===== src/rtl/imem_arbiter_pkg.sv =====
// imem_arbiter_pkg: shared types and constants for the instruction/unified
// memory arbiter (imem_arbiter) and its grant selector (imem_arb_pick).
//   state_t   - sequencer state encoding (IDLE / ACCESS / DONE)
//   own_t     - grant owner encoding (OWN_IF / OWN_MEM)
//   acc_t     - access payload latched into the memory pins on a grant
//   WORD_MASK - clears the byte-offset bits of a byte address
package imem_arbiter_pkg;

    localparam int unsigned XLEN = 32;

    localparam logic [XLEN-1:0] WORD_MASK = 32'hFFFF_FFFC;

    typedef enum logic [1:0] {
        ST_IDLE   = 2'd0,
        ST_ACCESS = 2'd1,
        ST_DONE   = 2'd2
    } state_t;

    typedef enum logic {
        OWN_IF  = 1'b0,
        OWN_MEM = 1'b1
    } own_t;

    typedef struct packed {
        logic            we;
        logic [XLEN-1:0] adr;
        logic [XLEN-1:0] wdata;
    } acc_t;

    // Word access only: the memory never sees the byte offset.
    function automatic logic [XLEN-1:0] word_align(input logic [XLEN-1:0] adr);
        return adr & WORD_MASK;
    endfunction

endpackage


===== src/rtl/imem_arb_pick.sv =====
// imem_arb_pick: combinational grant selector for the memory arbiter.
// Optional macro IMEM_ARB_FAIR_EN adds a starvation counter that forces an
// IF grant once STARVE_LIM consecutive MEM grants were made while IF waited.
// Without the macro MEM always wins over IF and no counter exists.
// Ports:
//   clk, rst_n  - clock, async active-low reset (counter only)
//   en          - arbiter is idle; a grant reported now is taken
//   if_req      - instruction fetch request
//   mem_req     - load/store request
//   grant_c     - some requester is granted this cycle (combinational)
//   own_c       - owner of that grant (combinational)
module imem_arb_pick
    import imem_arbiter_pkg::*;
#(
    parameter int unsigned STARVE_LIM = 4
) (
    input  logic clk,
    input  logic rst_n,
    input  logic en,
    input  logic if_req,
    input  logic mem_req,
    output logic grant_c,
    output own_t own_c
);

`ifdef IMEM_ARB_FAIR_EN
    localparam int unsigned SW = (STARVE_LIM > 0) ? $clog2(STARVE_LIM + 1) : 1;
    localparam logic [SW-1:0] LIM = SW'(STARVE_LIM);

    logic [SW-1:0] starve;
    logic          if_forced_c;

    // IF has waited through the tolerated number of MEM grants.
    assign if_forced_c = if_req && (starve == LIM);

    // Grant selection with the starvation override.
    always_comb begin
        grant_c = if_req || mem_req;
        own_c   = (mem_req && !if_forced_c) ? OWN_MEM : OWN_IF;
    end

    // Count MEM grants taken while IF was waiting; any IF grant clears it.
    // It never passes LIM: at LIM with IF waiting the grant goes to IF.
    always_ff @(posedge clk or negedge rst_n) begin
        if (!rst_n) begin
            starve <= '0;
        end else if (en && grant_c) begin
            if (own_c == OWN_IF) begin
                starve <= '0;
            end else if (if_req) begin
                starve <= starve + 1'b1;
            end
        end
    end
`else
    logic unused_ok;

    // Clock, reset and enable only feed the starvation counter.
    assign unused_ok = ^{clk, rst_n, en, 32'(STARVE_LIM)};

    // Strict priority: MEM over IF.
    always_comb begin
        grant_c = if_req || mem_req;
        own_c   = mem_req ? OWN_MEM : OWN_IF;
    end
`endif

endmodule


===== src/rtl/imem_arbiter.sv =====
// imem_arbiter: shares one single-port word-addressed memory between the
// instruction-fetch port (IF) and the load/store port (MEM). Each access
// takes MEM_LAT cycles in ACCESS followed by one DONE cycle that pulses the
// owner's done flag; read data stays in the owner's rdata register.
// Optional macro IMEM_ARB_FAIR_EN enables starvation protection for IF
// (see imem_arb_pick).
// Parameters:
//   MEM_LAT    - memory access latency in cycles (>= 1)
//   STARVE_LIM - MEM grants tolerated while IF waits (fair build only)
// Ports:
//   clk, rst_n                  - clock, async active-low reset
//   if_req/if_adr               - fetch request and byte address
//   if_rdata/if_done            - fetched word, one-cycle completion pulse
//   mem_req/mem_we/mem_adr/
//   mem_wdata                   - data request, store flag, address, data
//   mem_rdata/mem_done          - load data, one-cycle completion pulse
//   ram_adr/ram_load/ram_in     - memory address, write enable, write data
//   ram_out                     - memory read data
//   busy                        - access in progress (ACCESS or DONE)
module imem_arbiter
    import imem_arbiter_pkg::*;
#(
    parameter int unsigned MEM_LAT    = 2,
    parameter int unsigned STARVE_LIM = 4
) (
    input  logic            clk,
    input  logic            rst_n,
    input  logic            if_req,
    input  logic [XLEN-1:0] if_adr,
    output logic [XLEN-1:0] if_rdata,
    output logic            if_done,
    input  logic            mem_req,
    input  logic            mem_we,
    input  logic [XLEN-1:0] mem_adr,
    input  logic [XLEN-1:0] mem_wdata,
    output logic [XLEN-1:0] mem_rdata,
    output logic            mem_done,
    output logic [XLEN-1:0] ram_adr,
    output logic            ram_load,
    output logic [XLEN-1:0] ram_in,
    input  logic [XLEN-1:0] ram_out,
    output logic            busy
);

    localparam int unsigned   CW       = (MEM_LAT > 1) ? $clog2(MEM_LAT) : 1;
    localparam logic [CW-1:0] CNT_LOAD = CW'(MEM_LAT - 1);

    state_t        state;
    own_t          owner;
    logic [CW-1:0] cnt;

    logic          idle_c;
    logic          grant_c;
    own_t          own_c;
    acc_t          sel_c;

    assign idle_c = (state == ST_IDLE);

    // Grant selection (and optional starvation counter).
    imem_arb_pick #(
        .STARVE_LIM (STARVE_LIM)
    ) u_pick (
        .clk     (clk),
        .rst_n   (rst_n),
        .en      (idle_c),
        .if_req  (if_req),
        .mem_req (mem_req),
        .grant_c (grant_c),
        .own_c   (own_c)
    );

    // Payload of the requester that would be granted; fetches never write.
    always_comb begin
        sel_c = '{we: 1'b0, adr: if_adr, wdata: '0};
        if (own_c == OWN_MEM) begin
            sel_c = '{we: mem_we, adr: mem_adr, wdata: mem_we ? mem_wdata : '0};
        end
    end

    // Sequencer and memory-side datapath; all outputs registered here.
    always_ff @(posedge clk or negedge rst_n) begin
        if (!rst_n) begin
            state     <= ST_IDLE;
            owner     <= OWN_IF;
            cnt       <= '0;
            ram_adr   <= '0;
            ram_load  <= 1'b0;
            ram_in    <= '0;
            if_rdata  <= '0;
            mem_rdata <= '0;
            if_done   <= 1'b0;
            mem_done  <= 1'b0;
            busy      <= 1'b0;
        end else begin
            if_done  <= 1'b0;
            mem_done <= 1'b0;
            case (state)
                ST_IDLE: begin
                    if (grant_c) begin
                        state    <= ST_ACCESS;
                        owner    <= own_c;
                        cnt      <= CNT_LOAD;
                        busy     <= 1'b1;
                        ram_adr  <= word_align(sel_c.adr);
                        ram_in   <= sel_c.wdata;
                        ram_load <= sel_c.we;
                    end
                end
                ST_ACCESS: begin
                    if (cnt == '0) begin
                        // ram_load still marks a store here; stores keep rdata.
                        if (!ram_load) begin
                            if (owner == OWN_MEM) begin
                                mem_rdata <= ram_out;
                            end else begin
                                if_rdata <= ram_out;
                            end
                        end
                        if (owner == OWN_MEM) begin
                            mem_done <= 1'b1;
                        end else begin
                            if_done <= 1'b1;
                        end
                        ram_load <= 1'b0;
                        state    <= ST_DONE;
                    end else begin
                        cnt <= cnt - 1'b1;
                    end
                end
                ST_DONE: begin
                    // Requests seen here are ignored; a held req is served from IDLE.
                    state <= ST_IDLE;
                    busy  <= 1'b0;
                end
                default: begin
                    state <= ST_IDLE;
                    busy  <= 1'b0;
                end
            endcase
        end
    end

endmodule

===== config.mk =====
export PLATFORM = sky130hd
export DESIGN_NAME = imem_arbiter
export DESIGN_NICKNAME = d
export VERILOG_FILES = /design/src/rtl/imem_arbiter_pkg.sv /design/src/rtl/imem_arb_pick.sv /design/src/rtl/imem_arbiter.sv
export SDC_FILE = /design/constraint.sdc
export NUM_CORES = 1
export LEC_CHECK = 0
export BUFFER_PORTS_ARGS = -buffer_cell sky130_fd_sc_hd__buf_2
export CORE_ASPECT_RATIO = 0.6
export CORE_MARGIN = 2
export CORE_UTILIZATION = 46
export DETAILED_ROUTE_END_ITERATION = 10
export PLACE_DENSITY = 0.8
export SLEW_MARGIN = 10
export SYNTH_ARGS = -nofsm -noshare
export SYNTH_HDL_FRONTEND = slang
export SYNTH_SLANG_ARGS = --single-unit

===== constraint.sdc =====
create_clock -name clk -period 2 [get_ports clk]
set_input_delay 0.5 -clock clk [delete_from_list [all_inputs] [get_ports clk]]
set_output_delay 0.5 -clock clk [all_outputs]
set_load 0.02 [all_outputs]

==> summary.md, run 1 <==
| Metric | Value |
|---|---|
| Maxcap violations | 0 |
| Ranking of synthesized cells by area | dfrtp_1 (62%), mux2_2 (19%), mux2_4 (8.3%), a22o_1 (5.3%), buf_4 (0.69%) |
| Root Buffer | clkbuf_16 |
| Reg2Reg Depth | 4 |
| Vias per cell | 4.866 |
| Pins Over Slew Limit | 0 |
| Violated checks | negative hold slack |
| # H-tree levels | 4 |
| Final Hold Viols | 1 |
| Hold buffer count at cts | 0 |
| Main synth FF type | dfrtp_1 |
| DRC | 0 |
| Avg Cell Area, Syn | 16.24 sq um |
| Total power | 14.13 mW |
| Clock Skews | ~15 ps |
| Antenna violations before repair | 0 |
| Clock Latency Late Sink | approximately 400 ps |
| CTS tree | done |
| Final nets | between 700 and 800 |
| Detail Placement HPWL | 9.441 mm |
| Peak VDD IR | just over 1 mV |
| Drt first pass iters | 4 |
| Final setup violation count | 0 |
| Core area | around 11,000 sq um |
| Port-buffer cells | 258 |
| Yosys warns | 0 |
| Reg-to-Reg Start | state[1] |
| Total GRT Usage | around 20% |
| Post-Route WL | approximately 13 mm |
| Die W | ~140 um |
| Post-synthesis compound-gate area fraction | around 5.8% |
| RSZ-0062 raised after global routing | no |
| Reg-to-reg endpoint | if_rdata[6] |
| DR iter-0 viols | approximately 110 |
| Crit. End Element | flop |
| Post-synthesis xor/xnor area fraction | 0% |
| Initial Utilization | a little under half |
| First-pass GRT wire length | roughly 19 mm |
| Synth top cells by count | dfrtp_1 (134), mux2_2 (92), a22o_1 (33) |
| Fmax achieved | roughly 570 MHz |
| Worst EP required | 2280 ps |
| Status | finished, violations left |
| Cell count after synthesis | ~330 |
| Main combinational cell family by area after synthesis | multiplexers |
| Worst hold path class | primary input to asynchronous set/reset pin |
| Minimum clock period | 1767 ps |
| Placer Congestion | approximately 0.77 |
| Startpoint types | flop |
| FF+latch count, synth | 134 |
| ANT nets after route | 0 |
| Postcts setup bufs | 0 |
| CP endpoint | if_rdata[6] |
| CTS max path bufs | 2 |
| Setup TNS Final | 0 ps |
| Leak pwr | 3.897 nW |
| Share of cells above drive strength 1 | about 70% |
| Global route overflow | 0 |
| CTS sink count | 134 |
| EDFF count, synth | 0 |
| Power Dens Cells | roughly 1900 nW/um^2 |
| Ant diodes | 0 |
| Top-count cell post-synth | dfrtp_1 |
| Post-synth top area share | between 60% and 70% |
| CP Class | flop to flop |
| Crit path DAT | between 2000 and 2500 ps |
| I/O pin count | approximately 270 |
| Leading area contributor after synthesis | dfrtp_1 |
| Design area | 7567 sq um |
| Critical Path Source | state[1] |
| Period utilisation layout | 88.33% |
| Multiplexer share of the synthesized area | between 20% and 30% |
| Post-synthesis cell type count | 23 |
| Vias in the first global route | 3,900 |
| Post-cts resize count | 0 |
| TritonCTS buffer count | 17 |
| Via count | about 3.7k |
| Adder-cell area share of the yosys netlist | 0% |
| Largest net degree at the start of global routing | 44 |
| Worst Path Max Fanout | 32 |
| Syn Std Cell Area | approximately 5400 sq um |
| FP Rows | 30 |
| DR WL/cell | ~17 um |
| Reg2reg setup slack | ~230 ps |
| Die area | roughly 13,000 sq um |
| Fin Hold WS | -0.1472 ps |
| Die H | 87.99 um |
| Sequential area share after synthesis | about 62% |
| Async set or reset register ratio after synthesis | between 90% and 100% |
| Post-synthesis simple-gate area fraction | 1.596% |
| Dpl cell area | just under 7000 sq um |
| Fin util | about 67% |
| Area Growth Syn to Fin | 39.94% |
| Reg clk slew, reported paths | about 60 ps |
layout make-up:
class | instances | area, sq um
Sequential cell | 134 | 3353
Timing Repair Buffer | 267 | 1453
Inverter | 3 | 11.26
Fill cell | 836 | 3806
Tap cell | 160 | 200.2
Multi-Input combinational cell | 174 | 1927
Clock inverter | 13 | 197.7
Clock buffer | 17 | 425.4
per-stage QoR:
step	std cells	hold slack [ps]	setup slack [ps]
after floorplan	334	204.4	238.0
after global placement	738	441.3	247.4
after detailed placement	738	449.3	240.5
after CTS	768	12.57	227.2
after global routing	768	22.12	161.8
final	768	-0.1472	233.5
report_power, final:
| group | leakage [nW] | switching (mW) | total, mW | internal, mW |
|---|---|---|---|---|
| Clock | 0.294 | 1.17 | 3.27 | 2.10 |
| Combinational | 1.98 | 3.30 | 6.03 | 2.73 |
| Sequential | 1.62 | 0.757 | 4.83 | 4.07 |
| Total | 3.90 | 5.22 | 14.1 | 8.90 |
state kept, by name, indices dropped and copies added (netlist names), 2 cells and up:
signal and flops:
mem_rdata 32, state 2, ram_adr 30, if_rdata 32, ram_in 32
cell usage in the layout, fill, tap and decap left out, types with 2 or more instances in the layout:
cell type	netlist	final
clkinv_4	0	2
buf_4	5	2
clkinvlp_4	0	3
clkbuf_16	0	17
nor2_1	2	2
inv_1	2	2
buf_12	0	7
nand2_1	3	3
buf_2	3	257
bufinv_16	0	4
dfrtp_1	134	134
conb_1	1	2
mux2_4	30	30
mux2_1	2	2
a22o_1	33	33
o21ai_0	3	2
inv_6	0	3
mux2_2	92	92
worst max-delay path: stages (launching register included):
cell     delay (ps)
dfrtp_1         410
or3b_4          450
nor3_4          160
buf_12          240
mux2_2          370
layer usage:
layer,part of all wire [%],track usage (%)
met1,41,24.77
met2,51,34.50
met3,7.1,6.452
met4,1.3,6.863
met5,0,0
worst min path at each step:
| stage | from | endpoint | slack, ps | cells past startpoint |
|---|---|---|---|---|
| 2_1_floorplan | rst_n | busy | 200 | 0 |
| 3_3_place_gp | rst_n | ram_in[5] | 440 | 1 |
| 3_5_place_dp | rst_n | ram_in[13] | 450 | 1 |
| 4_1_cts | rst_n | ram_in[13] | 10 | 1 |
| 5_1_grt | rst_n | ram_in[9] | 20 | 1 |
| 6_report | rst_n | ram_in[9] | -0.1 | 1 |
logic make-up (layout without fill, tap and decap cells):
logic type	Yosys count	in the layout
other	1	2
DFF	134	134
muxes	124	124
AOI/OAI and AO/OA	37	37
and+or+nand+nor	11	11
buffers and inverters	26	300
Note: power is estimated with default switching activity, not from simulation.
==> run 2: changes to the inputs <==
--- a/config.mk
+++ b/config.mk
@@ -10,6 +10,7 @@
 export CORE_MARGIN = 2
 export CORE_UTILIZATION = 46
 export DETAILED_ROUTE_END_ITERATION = 10
+export GPL_TIMING_DRIVEN = 0
 export PLACE_DENSITY = 0.8
 export SLEW_MARGIN = 10
 export SYNTH_ARGS = -nofsm -noshare
==> run 2 against run 1 <==
Effect of this change:
- flip-flop and latch count did not move
- sequential share of layout area fell by 0.17 points
- critical path type unchanged
- via count rose by 2.2%
- the run now ends clean
- critical endpoint is now if_rdata[20]
- worst setup slack got worse by 100 ps
- maximum frequency fell by 5.4%
- combinational power barely moved
- hold slack improved by 47 ps
- sequential power barely moved
- largest cell class unchanged
==> summary.md, run 2 (same netlist as run 1, synthesis figures left out) <==
| Metric | Value |
|---|---|
| Status | finished, final reports clean |
| Register share of total power | 33.8% (-0.4 points) |
| First-pass GRT wire length | 20.15 mm (+3.4%) |
| Leak pwr | 3.926 nW (+0.75%) |
| Total GRT Usage | 21.19% (+0.95 points) |
| Worst Path Max Fanout | 10 (-69%) |
| CP Class | flop to flop |
| Final setup violation count | 0 (unchanged) |
| Worst EP required | 2280 ps (about the same) |
| Die area | 12,670 sq um (unchanged) |
| Crit path DAT | 2150 ps (+100 ps) |
| Startpoint types | flop |
| Core area | 11,370 sq um (unchanged) |
| Post-Route WL | 13.31 mm (+4.6%) |
| DR WL/cell | 16.98 um (+2.5%) |
| Antenna violations before repair | 0 (unchanged) |
| Vias in the first global route | 3,898 (-0.051%) |
| DP Worst Slack | -191.2 ps (-431.7 ps) |
| Peak VDD IR | 0.9087 mV (-11%) |
| DRC | 0 (unchanged) |
| Max_slew headroom | 63.39% |
| Most frequent cells in the layout | buf_2 (259), dfrtp_1 (134), mux2_2 (92), a22o_1 (33), mux2_4 (30) |
| Area Growth Syn to Fin | 40.47% |
| Gate power share | 42.0% (-0.7 points) |
| Biggest regs | if_rdata (32), mem_rdata (32), ram_in (32) |
| Power Dens Cells | 1888 nW/um^2 (+1.1%) |
| Period utilisation layout | 93.33% (+5.0 points) |
| # H-tree levels | 4 (unchanged) |
| Drt first pass iters | 4 (unchanged) |
| Global route overflow | 0 (unchanged) |
| Ant diodes | 0 (unchanged) |
| Minimum clock period | 1867 ps (+100.0 ps) |
| Die H | 87.99 um (unchanged) |
| Internal power | 9.036 mW (+1.5%) |
| Fill count | 841 (+0.60%) |
| CTS max path bufs | 2 (unchanged) |
| CTS tree | done |
| Reg clk slew, reported paths | 60 ps (about the same) |
| TritonCTS buffer count | 17 (unchanged) |
| Maxcap violations | 0 (unchanged) |
| Most common cell after layout, fill and taps aside | buf_2 |
| Clock Skews | 10.82 ps (-3.773 ps) |
| Final WS setup | 133.4 ps (-100.0 ps) |
| Crit. End Element | flop |
| Fmax achieved | 535.7 MHz (-5.4%) |
| P_sw | 5.303 mW (+1.5%) |
| Share of cells above drive strength 1 | 68.75% (-1.2 points) |
| RSZ-0062 raised after global routing | no |
| Design area | 7596 sq um (+0.38%) |
| Worst hold path class | primary input to asynchronous set/reset pin |
| I/O pin count | 265 (unchanged) |
| Sw Ratio | 36.98% (about the same) |
| Dpl cell area | 6932 sq um (-0.18%) |
| Root Buffer | clkbuf_16 |
| CTS sink count | 134 (unchanged) |
| FP Rows | 30 (unchanged) |
| Port-buffer cells | 257 (-0.39%) |
| Via count | 3,819 (+2.2%) |
| Largest net degree at the start of global routing | 80 (+82%) |
| ANT nets after route | 0 (unchanged) |
| Clock power frac | 24.2% (+1.1 points) |
| Placer Congestion | 0.7986 (+3.8%) |
| Slew @ Worst Pin | approximately 550 ps |
| Final nets | 744 (+1.9%) |
| Vias per cell | 4.871 (+0.11%) |
| Final Hold Viols | 0 (-1) |
| Die W | 144.0 um (unchanged) |
| Clock Latency Late Sink | 400 ps (about the same) |
| Pins Over Slew Limit | 0 (unchanged) |
| DR iter-0 viols | 137 (+22%) |
| Initial Utilization | 47.55% (unchanged) |
| Detail Placement HPWL | 9.989 mm (+5.8%) |
[run 2: worst paths after layout]
check	end	depth (start not counted)	slack, ps	from
max	if_rdata[20]	4	130	state[1]
min	ram_in[5]	1	50	rst_n
max reg2reg	if_rdata[20]	4	130	state[1]
min reg2reg	ram_adr[25]	1	500	ram_adr[25]
max in group asynchronous	mem_rdata[4]	2	1170	rst_n
min in group clk	ram_in[4]	2	310	mem_wdata[4]
[run 2: worst max-delay path, stage by stage, from the launching register on]
cell and delay, ps:
dfrtp_1 420, or3b_4 460, nor3_4 240, buf_4 270
mux2_2 360
[run 2: what timing repair did]
action / 4_1_cts / 5_1_grt
hold buffers: 0 / 0
buffers inserted: 0 / 0
hold endpoints to repair: 0 / 0
setup endpoints to repair: 0 / 19
resized for setup: 0 / 3
[run 2: area by class of cell]
class / count / area, sq um / area share (%)
buffer: 23 / 132.6 / 1.746
clock buffer: 19 / 442.9 / 5.831
clock inverter: 13 / 217.7 / 2.866
multi-input combinational: 174 / 1918 / 25.25
inverter: 3 / 11.26 / 0.1482
sequential: 134 / 3353 / 44.14
timing repair buffer: 258 / 1320 / 17.38
tap: 160 / 200.2 / 2.635
[run 2: power by group through the flow]
stage	sequential [mW]	clock, mW	combinational (mW)
finish	4.85	3.47	6.02
global route	5.01	3.66	6.41
CTS	4.84	3.52	6.09
detailed placement	4.84	0	6.07
global placement	4.77	0	5.92
floorplan	6.41	0	2.36
[run 2: metrics by stage]
| step | hold WS, ps | setup TNS [ps] | std cells | power, mW | util, % |
|---|---|---|---|---|---|
| global placement | 473.0 | -166450 | 751 | 10.68 | 60.65 |
| CTS | 51.33 | 0 | 784 | 14.45 | 66.75 |
| floorplan | 204.4 | 0 | 334 | 8.768 | - |
| detailed placement | 485.8 | -3543 | 752 | 10.92 | 60.95 |
| finish | 46.83 | 0 | 784 | 14.34 | 66.79 |
| global route | 77.39 | 0 | 784 | 15.07 | 66.79 |
[run 2: layer usage]
layer	track usage (%)	vias up	part of all wire, %
met1	26.84	1896	42
met4	6.150	0	0.93
li1	-	1757	-
met5	0	-	0
met2	35.02	155	49
met3	7.381	11	8.1
